**config.mk**
```make
export PLATFORM = sky130hd
export DESIGN_NAME = sprite_anim_ctrl
export DESIGN_NICKNAME = d
export VERILOG_FILES = /design/src/rtl/sprite_anim_ctrl.sv
export SDC_FILE = /design/constraint.sdc
export NUM_CORES = 1
export LEC_CHECK = 0
export BUFFER_PORTS_ARGS = -buffer_cell sky130_fd_sc_hd__buf_4
export CORE_ASPECT_RATIO = 0.7
export CORE_MARGIN = 5
export CORE_UTILIZATION = 52
export DETAILED_ROUTE_END_ITERATION = 10
export PLACE_DENSITY_LB_ADDON = 0.1
export SYNTH_ARGS = -nofsm -noshare
export SYNTH_HDL_FRONTEND = slang
export SYNTH_SLANG_ARGS = --single-unit
```
**constraint.sdc**
```tcl
create_clock -name clk -period 2.85 [get_ports clk]
set_clock_uncertainty 0.1 [all_clocks]
set_input_delay 0.4275 -clock clk [delete_from_list [all_inputs] [get_ports clk]]
set_output_delay 0.4275 -clock clk [all_outputs]
set_load 0.01 [all_outputs]
```
**src/rtl/sprite_anim_ctrl.sv**
```systemverilog
// Sprite animation sequencer: vblank-paced frame stepping with a play/stop FSM that always
// parks on frame 0, plus a one-stage beam-to-texel address pipeline for the frame LUT.
module sprite_anim_ctrl #(
    parameter int NUM_FRAMES = 4,
    parameter int SCALE_LOG2 = 2,
    parameter int HOLD_W     = 4,
    parameter int POS_W      = 10
) (
    input  logic              clk,
    input  logic              rst_n,
    input  logic              frame_tick,
    input  logic              play,
    input  logic              stop_req,
    input  logic [HOLD_W-1:0] hold,
    input  logic [POS_W-1:0]  hpos,
    input  logic [POS_W-1:0]  vpos,
    input  logic [POS_W-1:0]  spr_x,
    input  logic [POS_W-1:0]  spr_y,
    output logic [4:0]        lut_x,
    output logic [4:0]        lut_y,
    output logic [1:0]        lut_frame,
    output logic              pix_valid,
    output logic              busy
);

    typedef enum logic [1:0] {
        ST_IDLE  = 2'd0,
        ST_PLAY  = 2'd1,
        ST_DRAIN = 2'd2
    } state_t;

    localparam logic [1:0]     LAST_FRAME = 2'(NUM_FRAMES - 1);
    localparam logic [POS_W:0] BOX_SPAN   = (POS_W + 1)'(32 << SCALE_LOG2);

    state_t            state_q, state_d;
    logic [1:0]        frame_sel_q, frame_sel_d;
    logic [HOLD_W-1:0] hold_cnt_q, hold_cnt_d;
    logic [HOLD_W-1:0] hmax_s;
    logic              adv_s;
    logic              frame_end_s;
    logic [POS_W:0]    dx_s;
    logic [POS_W:0]    dy_s;
    logic              inside_s;
    logic [4:0]        lut_x_q, lut_y_q;
    logic [1:0]        lut_frame_q;
    logic              pix_valid_q;
    logic              busy_q;

    // ">=" lets a hold reduced mid-count end the frame on the next tick instead of overrunning
    assign hmax_s      = (hold == '0) ? HOLD_W'(1) : hold;
    assign adv_s       = frame_tick && (state_q != ST_IDLE);
    assign frame_end_s = (hold_cnt_q >= (hmax_s - HOLD_W'(1)));

    // MSB of the extended difference flags a beam left of / above the sprite origin
    assign dx_s     = {1'b0, hpos} - {1'b0, spr_x};
    assign dy_s     = {1'b0, vpos} - {1'b0, spr_y};
    assign inside_s = !dx_s[POS_W] && !dy_s[POS_W] && (dx_s < BOX_SPAN) && (dy_s < BOX_SPAN);

    // Next-state: frame advance first, then play/stop transitions judged on post-advance values
    always_comb begin
        state_d     = state_q;
        frame_sel_d = frame_sel_q;
        hold_cnt_d  = hold_cnt_q;
        if (adv_s) begin
            if (frame_end_s) begin
                hold_cnt_d  = '0;
                frame_sel_d = (frame_sel_q == LAST_FRAME) ? 2'd0 : frame_sel_q + 2'd1;
            end else begin
                hold_cnt_d  = hold_cnt_q + HOLD_W'(1);
            end
        end else begin
            hold_cnt_d  = hold_cnt_q;
            frame_sel_d = frame_sel_q;
        end
        case (state_q)
            ST_IDLE: begin
                frame_sel_d = 2'd0;
                hold_cnt_d  = '0;
                if (play) begin
                    state_d = ST_PLAY;
                end else begin
                    state_d = ST_IDLE;
                end
            end
            ST_PLAY: begin
                if (stop_req) begin
                    state_d = ((frame_sel_d == 2'd0) && (hold_cnt_d == '0)) ? ST_IDLE : ST_DRAIN;
                end else begin
                    state_d = ST_PLAY;
                end
            end
            ST_DRAIN: begin
                if (adv_s && frame_end_s && (frame_sel_d == 2'd0)) begin
                    state_d = ST_IDLE;
                end else if (play && !stop_req) begin
                    state_d = ST_PLAY;
                end else begin
                    state_d = ST_DRAIN;
                end
            end
            default: begin
                state_d     = ST_IDLE;
                frame_sel_d = 2'd0;
                hold_cnt_d  = '0;
            end
        endcase
    end

    // State registers and registered LUT-side outputs
    always_ff @(posedge clk or negedge rst_n) begin
        if (!rst_n) begin
            state_q     <= ST_IDLE;
            frame_sel_q <= 2'd0;
            hold_cnt_q  <= '0;
            lut_x_q     <= 5'd0;
            lut_y_q     <= 5'd0;
            lut_frame_q <= 2'd0;
            pix_valid_q <= 1'b0;
            busy_q      <= 1'b0;
        end else begin
            state_q     <= state_d;
            frame_sel_q <= frame_sel_d;
            hold_cnt_q  <= hold_cnt_d;
            lut_x_q     <= inside_s ? dx_s[SCALE_LOG2 +: 5] : 5'd0;
            lut_y_q     <= inside_s ? dy_s[SCALE_LOG2 +: 5] : 5'd0;
            lut_frame_q <= frame_sel_q;
            pix_valid_q <= inside_s;
            busy_q      <= (state_d != ST_IDLE);
        end
    end

    assign lut_x     = lut_x_q;
    assign lut_y     = lut_y_q;
    assign lut_frame = lut_frame_q;
    assign pix_valid = pix_valid_q;
    assign busy      = busy_q;

endmodule

```
* Word level (Yosys, flattened, before mapping)
Index checks and enable logic that the tools add are counted.
Widths: inputs -> output; s select.
** Operators by class
- Reductions and logical operators :: 18
- $lt $le $gt $ge :: 3
- Eq/ne operators :: 3
- Add/sub/neg operators :: 5
- Mux-type cells :: 16
** Operator list (number)
- $lt 11x8->1 const B :: 2
- $sub 10x10->11 :: 2
- $mux 2 :: 8
- $mux 4 :: 4
- $mux 5 :: 2
- $logic_and 1x1->1 :: 8
- $logic_not 4->1 :: 2
- $pmux 2 s3 :: 1
- $add 4x1->4 const B :: 1
- $eq 2x2->1 const B :: 2
- $ge 4x4->1 :: 1
- $logic_not 2->1 :: 2
- $reduce_bool 2->1 :: 2
- $sub 4x1->4 const B :: 1
- $logic_not 1->1 :: 3
- $add 2x1->2 const B :: 1
- $eq 2x1->1 const B :: 1
- $reduce_or 2->1 :: 1
- $mux 1 :: 1
** Word-level totals
- Flip-flop bits (word level) :: 22
- Output and inout bits :: 14
- Word-level logic and storage cells :: 53

* Depth between registers and ports, before layout
Gate-level depths: netlist (run 1).
- Word-level depth :: 12
- Mapped depth :: 10
- Mapped depth without buffers :: 10

* Worst setup path after synthesis (run 1)
Ideal clock, no wire load.
- Path type :: input-to-reg
- Start :: input hold[0]
- End :: register busy_q (netlist: busy)
- Arrival time :: 2.753 ns
- Stages :: 10
- Slack :: -0.140 ns
- Setup time :: 0.137 ns
- Cell sequence :: or2_2 > nor2_1 > a21oi_1 > ha_1 > or4b_1 > a32o_2 > nor2_4 > mux2_4 > nor4_2 > o32ai_2
** Between the ends
- Cells in the longest elaborated chain, start to end :: 12
- Elaborated cells between the ends (all ways) :: 18
- Classes of those cells :: add/sub (1); order compare (1); mux (9); reduce/logical (7)
** RTL lines
- start, declared :: line 14 : input logic [HOLD_W-1:0] hold,
- $logic_not 4->1 :: line 50 : assign hmax_s = (hold == '0) ? HOLD_W'(1) : hold;
- $mux 4 (*) :: line 50
- $sub 4x1->4 (*) :: line 52 : assign frame_end_s = (hold_cnt_q >= (hmax_s - HOLD_W'(1)));
- $ge 4x4->1 (*) :: line 52
- $mux 4 or $mux 2 (tied branches) :: line 65 : if (frame_end_s) begin
- $mux 4 or $mux 2 (tied branches) :: line 64 : if (adv_s) begin
- $logic_not 4->1 or $logic_not 2->1 (tied branches) :: line 87, 93
- $logic_and 1x1->1 :: line 87 : state_d = ((frame_sel_d == 2'd0) && (hold_cnt_d == '0)) ? ST_IDLE : ST_DRAIN;
- $mux 2 :: line 87
- $mux 2 :: line 86 : if (stop_req) begin
- $pmux 2 s3 (*) :: line 75 : case (state_q)
- $reduce_bool 2->1 (*) :: line 128 : busy_q <= (state_d != ST_IDLE);
- end signal, assigned :: line 128
- end, declared :: line 47 : logic busy_q;
Mark *: on every way between the ends. The rest lies on a longest branch, timed or not.

* Worst setup path in the final report (run 1)
- Start :: input hold[1]
- End :: register busy_q (netlist: busy)
The elaborated chain is that of the path after synthesis.

==> flow_metrics.py, run 1 <==
metrics = {
    "place": {
        "dpl.cell_count": 349,
        "port_buffers": 62,
        "dp_slack_ns": -0.1824,
        "dp_hpwl_mm": 3.923,
        "postPlaceCellArea_mm2": 0.002649,
        "gpl.final_weighted_congestion": 0.8280,
    },
    "route": {
        "via_density_per_instance": 5.524,
        "post-route-drc-count": 0,
        "route.detailed.wl_per_inst_um": 13.46,
        "detailedRoute.firstPassIterationCount": 4,
        "vias": 1961,
        "antenna_left": 0,
        "drt-total-wl_mm": 4.777,
        "detail_route.iter0.violations": 93,
    },
    "grt": {
        "grt_max_degree": 23,
        "grtUsageTotal_pct": 17.78,
        "wire_length_of_the_first_global_routing_pass_mm": 7.969,
        "globalRouteOverflowTotal": 0,
        "grt_antenna_before_repair": 0,
        "grt_pass1_vias": 1835,
    },
    "layout": {
        "fillCellCount": 327,
        "multi_input_area_mm2": 0.001425,
        "fin_nets": 380,
        "seq_area_um2": 550.5,
        "layoutNonFillerInstCount": 355,
        "drive_above_1_share_pct": 31.02,
        "layout-area-overhead-vs-synth_pct": 33.37,
        "final_core_occ_pct": 71.23,
        "insertedDiodeCount": 0,
        "finalInstanceArea_mm2": 0.002760,
    },
    "worst_setup_path": {
        "cp_num_cells": 11,
        "setup.worst_path.class": "in -> reg",
        "reg2reg_setup_slack_ns": 0.30,
        "critical_path.startpoint": "hold[1]",
        "critPathRequiredTime_ns": 2.88,
        "critical_path.top_delay_family": "simple AND/OR/NAND/NOR gates",
        "cp.buffers_inverters": 1,
        "cell_by_cell_listing_of_the_critical_path": "buf_8, or2_4, nor2_4, a21oi_2, ha_1, or4b_4, a32o_2, nor2_4, mux2_4, nor4_4, o32ai_2",
        "worst_r2r_src": "hold_cnt_q[1]",
        "critical_path.reg2reg.endpoint": "busy",
        "worstRegToRegCells": 7,
        "critical_path.max_stage_delay_ns": 0.44,
        "timing.critical_path.arrival_ns": 2.84,
        "critical_path.endpoint": "busy",
        "critPathSlowestCell": "or4b_4",
        "end_kind": "flop",
        "critical-path-top-cell-by-count": "nor2_4",
        "timing.critical_path.fanout_max": 4,
        "setup.worst_path.start_class": "input port",
    },
    "synth": {
        "synth.most_common_cell": "inv_1",
        "synth.yosys.seq_area_share_pct": 26.60,
        "postSynthRegisterBits": 22,
        "synthesis.yosys.warnings": 0,
        "synth-edff-count": 0,
        "synthCells": 230,
        "post_synth_instance_area_mm2": 0.002069,
        "synth_largest_type_area_fraction_pct": 26.60,
        "synth_area_leader_cell": "dfrtp_1",
        "synthDistinctLibCells": 59,
        "post_synth_main_area_contributors": "dfrtp_1 (27%), ha_1 (16%), inv_1 (5.1%)",
        "synth.net_count": 306,
        "synthFlopType": "dfrtp_1",
        "ys_async_sr_fraction_pct": 100.0,
        "synth_cell_count_leaders": "inv_1 (28), ha_1 (27), dfrtp_1 (22)",
        "postSynthAreaPerCell_um2": 8.998,
    },
    "sta": {
        "timing.fmax_ghz": 0.3556,
        "hold_viol_final": 0,
        "setup_ws_post_layout_ns": 0.03815,
        "slew_viol_final": 0,
        "layout_worst_path_cycle_share_pct": 98.66,
        "worst_slew_margin_rel_pct": 68.27,
        "timing.final.setup_violations": 0,
        "final_period_minus_worst_setup_slack_ns": 2.812,
        "hold-worst-slack_ns": 0.3563,
        "tightestPinTransition_ns": 0.4745,
        "setup_repair_after_global_routing_missed_its_margin": "true",
    },
    "worst_hold_path": {
        "worst_hold_path_type": "reg -> reg",
    },
    "job": {
        "cap_violations": 0,
    },
    "clock_tree": {
        "cts-buffers-inserted": 3,
        "clkSinkCount": 22,
        "clk_pin_slew_worst_paths_ns": 0.08,
        "cts.root.buffer_cell": "clkbuf_8",
        "cts_tree": "yes",
        "max-clock-path-buffers": 2,
        "clkLatencyLatePin_ns": 0.26,
        "depth_of_the_cts_h_tree": 1,
    },
    "outcome": {
        "outcome": "finished clean",
    },
    "floorplanning": {
        "ios": 63,
        "design.die.area_mm2": 0.005361,
        "core_area_mm2": 0.003875,
        "die_w_um": 85.40,
        "initial_utilization_pct": 53.41,
        "rows": 19,
        "die_height_um": 62.78,
    },
    "power_and_ir_drop": {
        "power.static_leakage_nw": 1.408,
        "worst_ir_drop_vdd_uv": 656.4,
        "power.density_cell_area_mw_per_mm2": 472.8,
    },
}
==> worst register-to-register path, stage by stage (launching register included) <==
cell and delay [ns]:
dfrtp_1 0.40, ha_1 0.29, or4b_4 0.44, a32o_2 0.33, nor2_4 0.12, mux2_4 0.33
nor4_4 0.30, o32ai_2 0.12
==> registers in the layout (all words and copies together), names as in the netlist <==
name and cells:
busy 1, state_q 2, lut_y 5, frame_sel_q 2
hold_cnt_q 4, lut_x 5, pix_valid 1, lut_frame 2
==> placed cells by master (no fill, tap or decap), types with 3 or more instances in the layout <==
| cell | synthesis | layout |
|---|---|---|
| a21o_1 | 7 | 7 |
| a21boi_0 | 6 | 6 |
| xnor2_1 | 4 | 4 |
| nand2_1 | 9 | 9 |
| a211oi_1 | 5 | 5 |
| dfrtp_1 | 22 | 22 |
| nand3_1 | 4 | 4 |
| nor2_1 | 11 | 10 |
| nor2b_1 | 5 | 5 |
| ha_1 | 27 | 27 |
| nand2b_1 | 7 | 7 |
| a21oi_1 | 11 | 10 |
| and2_1 | 3 | 3 |
| xor2_1 | 5 | 5 |
| o21ai_0 | 11 | 11 |
| clkbuf_8 | 0 | 3 |
| nor3b_1 | 3 | 3 |
| nor3_1 | 12 | 12 |
| inv_1 | 28 | 28 |
| buf_4 | 0 | 69 |
==> per-stage QoR <==
stage | setup TNS (ns) | power [mW]
after detailed placement | -0.3235 | 1.005
after global placement | -0.2746 | 1.000
after floorplan | 0 | 0.8182
after CTS | 0 | 1.303
after global routing | -0.07710 | 1.410
final | 0 | 1.305
==> cell type report <==
class                      instances  area share (%)
multi-input combinational        178           51.63
clock buffer                       3           1.496
inverter                          28           3.808
tap                               52           2.357
clock inverter                     1           1.088
timing repair buffer              71           19.67
sequential                        22           19.95
==> cell families (layout without fill, tap and decap cells) <==
kind of cell | count (synthesis) | in the layout | synth area share, %
simple gates | 70 | 70 | 20.13
compound gates | 69 | 69 | 25.64
buf+inv | 30 | 103 | 5.804
fa+ha+maj | 27 | 27 | 16.32
flops | 22 | 22 | 26.60
xor+xnor | 9 | 9 | 3.809
mux | 3 | 3 | 1.693
==> report_power, final <==
part	internal (mW)	switching [mW]	total (mW)	leakage [nW]
logic	0.308	0.329	0.638	1.07
registers	0.346	0.0325	0.379	0.303
clock network	0.187	0.101	0.289	0.0357
total	0.842	0.463	1.30	1.41
==> what timing repair did <==
action,4_1_cts,5_1_grt
hold buffers,1,0
gates resized for setup,0,6
buffers inserted,0,1
hold endpoints to repair,22,0
endpoints found under the setup margin,0,2
==> metal layers <==
metal  vias up  part of all wire, %  GRT usage, %  wire length [um]
li1        993                    -             -                 -
met1       900                   49         25.46              2332
met2        66                   43         27.42              2051
met3         2                  8.0         5.007               382
met4         0                 0.21         1.976                10
met5         -                    0             0                 0
==> how the worst min path moves through the flow <==
stage                    from            to  slack, ns  cells past startpoint
2_1_floorplan           rst_n          busy       0.03                      0
3_3_place_gp            rst_n    state_q[0]       0.23                      1
4_1_cts        frame_sel_q[0]  lut_frame[0]       0.36                      0
3_5_place_dp            rst_n    state_q[0]       0.23                      1
6_report       frame_sel_q[0]  lut_frame[0]       0.36                      0
5_1_grt        frame_sel_q[0]  lut_frame[0]       0.38                      0
No activity file was read; power rests on OpenSTA's default activity.
==> run 2: changes to the inputs <==
--- a/config.mk
+++ b/config.mk
@@ -10,6 +10,7 @@
 export CORE_MARGIN = 5
 export CORE_UTILIZATION = 52
 export DETAILED_ROUTE_END_ITERATION = 10
+export GPL_TIMING_DRIVEN = 0
 export PLACE_DENSITY_LB_ADDON = 0.1
 export SYNTH_ARGS = -nofsm -noshare
 export SYNTH_HDL_FRONTEND = slang
==> run 2 against run 1 <==
  * Combinational power is 2% lower
  * Routed wire length is 0.33% lower
  * Core utilization is 1.1 points lower
  * Non-clock buffer count is 5 lower
  * First-iteration DRC count is 35% higher
  * Final cell count is 1.4% lower
  * Setup slack better by 0.091 ns
  * Sequential cell count stayed put
  * Design area is 1.6% lower
  * Critical endpoint unchanged
  * Largest power group unchanged
  * Highest routed layer unchanged
==> flow_metrics.py, run 2 (same netlist as run 1, synthesis figures left out) <==
metrics = {
    "sta": {
        "final_period_minus_worst_setup_slack_ns": 2.721,
        "setup_ws_post_layout_ns": 0.1292,
        "hold_viol_final": 0,
        "slew_viol_final": 0,
        "worst_slew_margin_rel_pct": 70.10,
        "layout_worst_path_cycle_share_pct": 95.47,
        "tightestPinTransition_ns": 0.4471,
        "timing.final.setup_violations": 0,
        "timing.fmax_ghz": 0.3675,
    },
    "place": {
        "gpl.final_weighted_congestion": 0.8622,
        "postPlaceCellArea_mm2": 0.002611,
        "dp_hpwl_mm": 3.851,
        "dp_slack_ns": -0.2574,
        "port_buffers": 62,
    },
    "grt": {
        "grt_max_degree": 23,
        "grt_antenna_before_repair": 0,
        "grtUsageTotal_pct": 17.39,
        "globalRouteOverflowTotal": 0,
        "wire_length_of_the_first_global_routing_pass_mm": 7.783,
        "grt_pass1_vias": 1777,
    },
    "power_and_ir_drop": {
        "sw_frac_of_total_pct": 35.95,
        "power.share.combinational_pct": 48.1,
        "power.static_leakage_nw": 1.381,
        "power.density_cell_area_mw_per_mm2": 478.6,
        "seq_power_share_pct": 29.4,
        "worst_ir_drop_vdd_uv": 504.4,
        "internal_power_mw": 0.8327,
        "power.share.clock_pct": 22.5,
        "p_sw_mw": 0.4674,
    },
    "layout": {
        "fillCellCount": 334,
        "multi_input_area_mm2": 0.001419,
        "layout-area-overhead-vs-synth_pct": 31.26,
        "insertedDiodeCount": 0,
        "fin_nets": 375,
        "seq_area_um2": 550.5,
        "finalInstanceArea_mm2": 0.002716,
        "layout_common_cells": "buf_4 (61), inv_1 (28), ha_1 (27), dfrtp_1 (22), nor3_1 (12)",
        "final_common_cell": "buf_4",
        "drive_above_1_share_pct": 29.19,
    },
    "worst_setup_path": {
        "worstRegToRegCells": 7,
        "end_kind": "flop",
        "timing.critical_path.fanout_max": 6,
        "critical_path.max_stage_delay_ns": 0.44,
        "critical_path.top_delay_family": "simple AND/OR/NAND/NOR gates",
        "critPathSlowestCell": "or4b_1",
        "setup.worst_path.class": "in -> reg",
        "timing.critical_path.arrival_ns": 2.76,
        "cp_num_cells": 11,
        "cp.buffers_inverters": 1,
        "critPathRequiredTime_ns": 2.89,
        "setup.worst_path.start_class": "input port",
        "cell_by_cell_listing_of_the_critical_path": "buf_4, or2_4, nor2_1, a21oi_1, ha_1, or4b_1, a32o_2, nor2_4, mux2_4, nor4_4, o32ai_2",
    },
    "clock_tree": {
        "cts.root.buffer_cell": "clkbuf_8",
        "clkSinkCount": 22,
        "clkLatencyLatePin_ns": 0.26,
        "max-clock-path-buffers": 2,
        "clk_pin_slew_worst_paths_ns": 0.08,
        "depth_of_the_cts_h_tree": 1,
        "cts-buffers-inserted": 3,
        "cts_tree": "yes",
    },
    "route": {
        "antenna_left": 0,
        "detailedRoute.firstPassIterationCount": 6,
        "post-route-drc-count": 0,
        "drt-total-wl_mm": 4.761,
        "detail_route.iter0.violations": 126,
        "vias": 1916,
        "route.detailed.wl_per_inst_um": 13.60,
        "via_density_per_instance": 5.474,
    },
    "floorplanning": {
        "initial_utilization_pct": 53.41,
        "rows": 19,
        "die_w_um": 85.40,
        "die_height_um": 62.78,
        "design.die.area_mm2": 0.005361,
        "core_area_mm2": 0.003875,
        "ios": 63,
    },
    "worst_hold_path": {
        "worst_hold_path_type": "reg -> reg",
        "timing.hold.worst_path_depth": 0,
    },
    "job": {
        "cap_violations": 0,
    },
    "outcome": {
        "outcome": "finished clean",
    },
}
## run 2: cell count changes in the layout (fill, tap and decap cells not counted), sizes merged
cell / before / now
buf: 70 / 64
clkbuf: 3 / 4
## run 2: worst reg2reg max path, stage by stage, from the launching register on
cell and delay, ns:
dfrtp_1 0.47, ha_1 0.33, or4b_1 0.44, a32o_2 0.34
nor2_4 0.13, mux2_4 0.33, nor4_4 0.18, o32ai_2 0.13
## run 2: power groups by stage
stage,registers (mW),clock network (mW),logic [mW]
after CTS,0.381,0.296,0.611
after global routing,0.386,0.312,0.698
final,0.382,0.293,0.625
after floorplan,0.382,0,0.436
after global placement,0.385,0,0.598
after detailed placement,0.387,0,0.605
## run 2: cell type report
cell class / instances / share of cell area (%)
repair buffers: 64 / 18.06
clock buffers: 3 / 1.520
inverters: 28 / 3.869
clock inverters: 1 / 1.105
well taps: 52 / 2.395
plain buffers: 2 / 0.5527
multi-input cells: 178 / 52.23
flip-flops and latches: 22 / 20.27
## run 2: timing repair
action / 4_1_cts / 5_1_grt
resized for setup: 0 / 5
endpoints found under the setup margin: 0 / 2
hold endpoints to repair: 22 / 0
hold buffers: 1 / 0
buffers inserted: 0 / 1
## run 2: per-stage QoR
stage          utilization (%)  instances     TNS, ns  hold WS, ns  total power [mW]
3_5_place_dp             67.39        344     -0.4744       0.2336            0.9914
6_report                 70.10        350           0       0.3549             1.300
4_1_cts                  69.49        349           0       0.3434             1.288
2_1_floorplan                -        230           0      0.03191            0.8182
5_1_grt                  70.10        350  -0.0008860       0.3703             1.397
3_3_place_gp             67.39        344     -0.4659       0.2294            0.9831
## run 2: final timing paths
| path | from | slack (ns) | to |
|---|---|---|---|
| max in group asynchronous | rst_n | 1.94 | lut_y[1] |
| min | frame_sel_q[0] | 0.35 | lut_frame[0] |
| max | hold[1] | 0.13 | busy |
| min in group asynchronous | rst_n | 0.48 | lut_frame[1] |
| min reg2reg | frame_sel_q[0] | 0.35 | lut_frame[0] |
| max reg2reg | hold_cnt_q[1] | 0.27 | busy |
## run 2: metal layers
layer	GRT usage, %	up-vias	routed length (um)
li1	-	983	-
met1	24.88	871	2366
met2	26.36	60	1969
met4	2.372	0	14
met3	5.270	2	411
met5	0	-	0
==> run 3: changes to the inputs <==
--- a/config.mk
+++ b/config.mk
@@ -6,12 +6,13 @@
 export NUM_CORES = 1
 export LEC_CHECK = 0
 export BUFFER_PORTS_ARGS = -buffer_cell sky130_fd_sc_hd__buf_4
-export CORE_ASPECT_RATIO = 0.7
+export CORE_ASPECT_RATIO = 0.6
 export CORE_MARGIN = 5
 export CORE_UTILIZATION = 52
 export DETAILED_ROUTE_END_ITERATION = 10
 export GPL_TIMING_DRIVEN = 0
 export PLACE_DENSITY_LB_ADDON = 0.1
+export SLEW_MARGIN = 20
 export SYNTH_ARGS = -nofsm -noshare
 export SYNTH_HDL_FRONTEND = slang
 export SYNTH_SLANG_ARGS = --single-unit
==> run 3 against run 2 <==
  * Final cell count fell by 0.86%
  * Sequential share of layout area rose by 0.075 points
  * Setup slack got worse by 0.071 ns
  * Register-to-register slack got worse by 0.02 ns
  * Design area fell by 0.37%
  * Worst hold slack got worse by 0.014 ns
  * Critical path type unchanged
  * Largest power group unchanged
  * Highest routed layer unchanged
==> flow_metrics.py, run 3 (same netlist as run 1, synthesis figures left out) <==
metrics = {
    "outcome": {
        "outcome": "finished clean",
    },
    "floorplanning": {
        "design.die.area_mm2": 0.005383,
        "die_height_um": 58.87,
        "ios": 63,
        "initial_utilization_pct": 55.28,
        "die_w_um": 91.45,
        "rows": 17,
        "core_area_mm2": 0.003744,
    },
    "clock_tree": {
        "max-clock-path-buffers": 2,
        "clkSinkCount": 22,
        "clk_pin_slew_worst_paths_ns": 0.07,
        "cts_tree": "yes",
        "cts-buffers-inserted": 3,
        "cts.root.buffer_cell": "clkbuf_8",
        "depth_of_the_cts_h_tree": 1,
        "clkLatencyLatePin_ns": 0.26,
    },
    "grt": {
        "globalRouteOverflowTotal": 0,
        "grt_max_degree": 23,
        "wire_length_of_the_first_global_routing_pass_mm": 8.142,
        "grt_pass1_vias": 1787,
        "grt_antenna_before_repair": 0,
        "grtUsageTotal_pct": 18.37,
    },
    "power_and_ir_drop": {
        "power.density_cell_area_mw_per_mm2": 442.1,
        "worst_ir_drop_vdd_uv": 393.8,
        "power.static_leakage_nw": 1.384,
        "design_power_total_mw": 1.197,
    },
    "worst_setup_path": {
        "critPathRequiredTime_ns": 2.88,
        "setup.worst_path.start_class": "input port",
        "worst_r2r_src": "hold_cnt_q[1]",
        "reg2reg_setup_slack_ns": 0.25,
        "critical_path.startpoint": "hold[0]",
        "end_kind": "flop",
        "worstRegToRegCells": 7,
        "setup.worst_path.class": "in -> reg",
        "critical_path.reg2reg.endpoint": "busy",
        "critical_path.endpoint": "busy",
        "timing.critical_path.fanout_max": 4,
        "timing.critical_path.arrival_ns": 2.83,
    },
    "worst_hold_path": {
        "worst_hold_path_type": "reg -> reg",
    },
    "sta": {
        "hold_viol_final": 0,
        "tightestPinTransition_ns": 0.3938,
        "timing.fmax_ghz": 0.3582,
        "final_period_minus_worst_setup_slack_ns": 2.792,
        "hold-worst-slack_ns": 0.3409,
        "layout_worst_path_cycle_share_pct": 97.96,
        "timing.final.setup_violations": 0,
        "slew_viol_final": 0,
        "worst_slew_margin_rel_pct": 73.66,
    },
    "place": {
        "dp_hpwl_mm": 3.955,
        "port_buffers": 62,
        "gpl.final_weighted_congestion": 0.8621,
    },
    "route": {
        "detailedRoute.firstPassIterationCount": 4,
        "vias": 1943,
        "detail_route.iter0.violations": 69,
        "drt-total-wl_mm": 4.880,
        "route.detailed.wl_per_inst_um": 14.06,
        "antenna_left": 0,
        "via_density_per_instance": 5.599,
        "post-route-drc-count": 0,
    },
    "layout": {
        "insertedDiodeCount": 0,
        "fillCellCount": 303,
        "drive_above_1_share_pct": 30.67,
        "fin_nets": 378,
        "layout_common_cells": "buf_4 (66), inv_1 (28), ha_1 (27), dfrtp_1 (22), nor3_1 (12)",
        "final_common_cell": "buf_4",
        "layout-area-overhead-vs-synth_pct": 30.77,
        "final_core_occ_pct": 72.29,
    },
    "job": {
        "cap_violations": 0,
    },
}
## run 3: metal layers
layer  global-route usage, %  routed length (um)
met2                   25.99                1943
met1                   25.94                2464
met5                       0                   0
met3                   8.174                 450
met4                   3.347                  23
## run 3: area by class of cell
class / instances / area, um^2 / share of cell area [%]
inverters: 28 / 105.1 / 3.883
plain buffers: 2 / 15.01 / 0.5548
multi-input cells: 178 / 1430 / 52.84
flip-flops and latches: 22 / 550.5 / 20.34
repair buffers: 67 / 505.5 / 18.68
clock buffers: 3 / 41.29 / 1.526
well taps: 47 / 58.81 / 2.173
## run 3: worst max-delay path, stage by stage
cell and delay, ns:
buf_4 0.12, or2_4 0.27, nor2_1 0.09, a21oi_1 0.05
ha_1 0.29, or4b_4 0.46, a32o_2 0.29, nor2_4 0.11
mux2_4 0.33, nor4_4 0.25, o32ai_2 0.12
## run 3: power breakdown
| group | leakage, nW | switching, mW | internal (mW) | total, mW |
|---|---|---|---|---|
| combinational | 1.06 | 0.329 | 0.300 | 0.629 |
| clock | 0.0216 | 0.0931 | 0.0943 | 0.187 |
| sequential | 0.303 | 0.0337 | 0.346 | 0.380 |
## run 3: worst min-delay path by stage
stage | startpoint | endpoint | slack, ns | cells past startpoint
after floorplan | rst_n | busy | 0.03 | 0
after global placement | rst_n | lut_x[1] | 0.22 | 1
after detailed placement | rst_n | lut_frame[1] | 0.23 | 1
after CTS | frame_sel_q[0] | lut_frame[0] | 0.34 | 0
after global routing | frame_sel_q[0] | lut_frame[0] | 0.37 | 0
final | frame_sel_q[0] | lut_frame[0] | 0.34 | 0
## run 3: through the flow
stage                     area (um^2)  std cells  setup slack, ns  setup TNS (ns)
after global placement           2605        339          -0.2641         -0.4622
after CTS                        2671        345          0.03240               0
after global routing             2706        347        -0.004396       -0.004396
after detailed placement         2605        339          -0.2988         -0.5919
final                            2706        347          0.05804               0
after floorplan                  2081        230          0.03229               0
## run 3: repair_timing
action / in CTS / in global routing
hold buffers: 1 / 0
gates resized for setup: 0 / 7
hold endpoints to repair: 22 / 0
setup buffers: 2 / 2
setup endpoints to repair: 1 / 2
pin swaps: 2 / 6
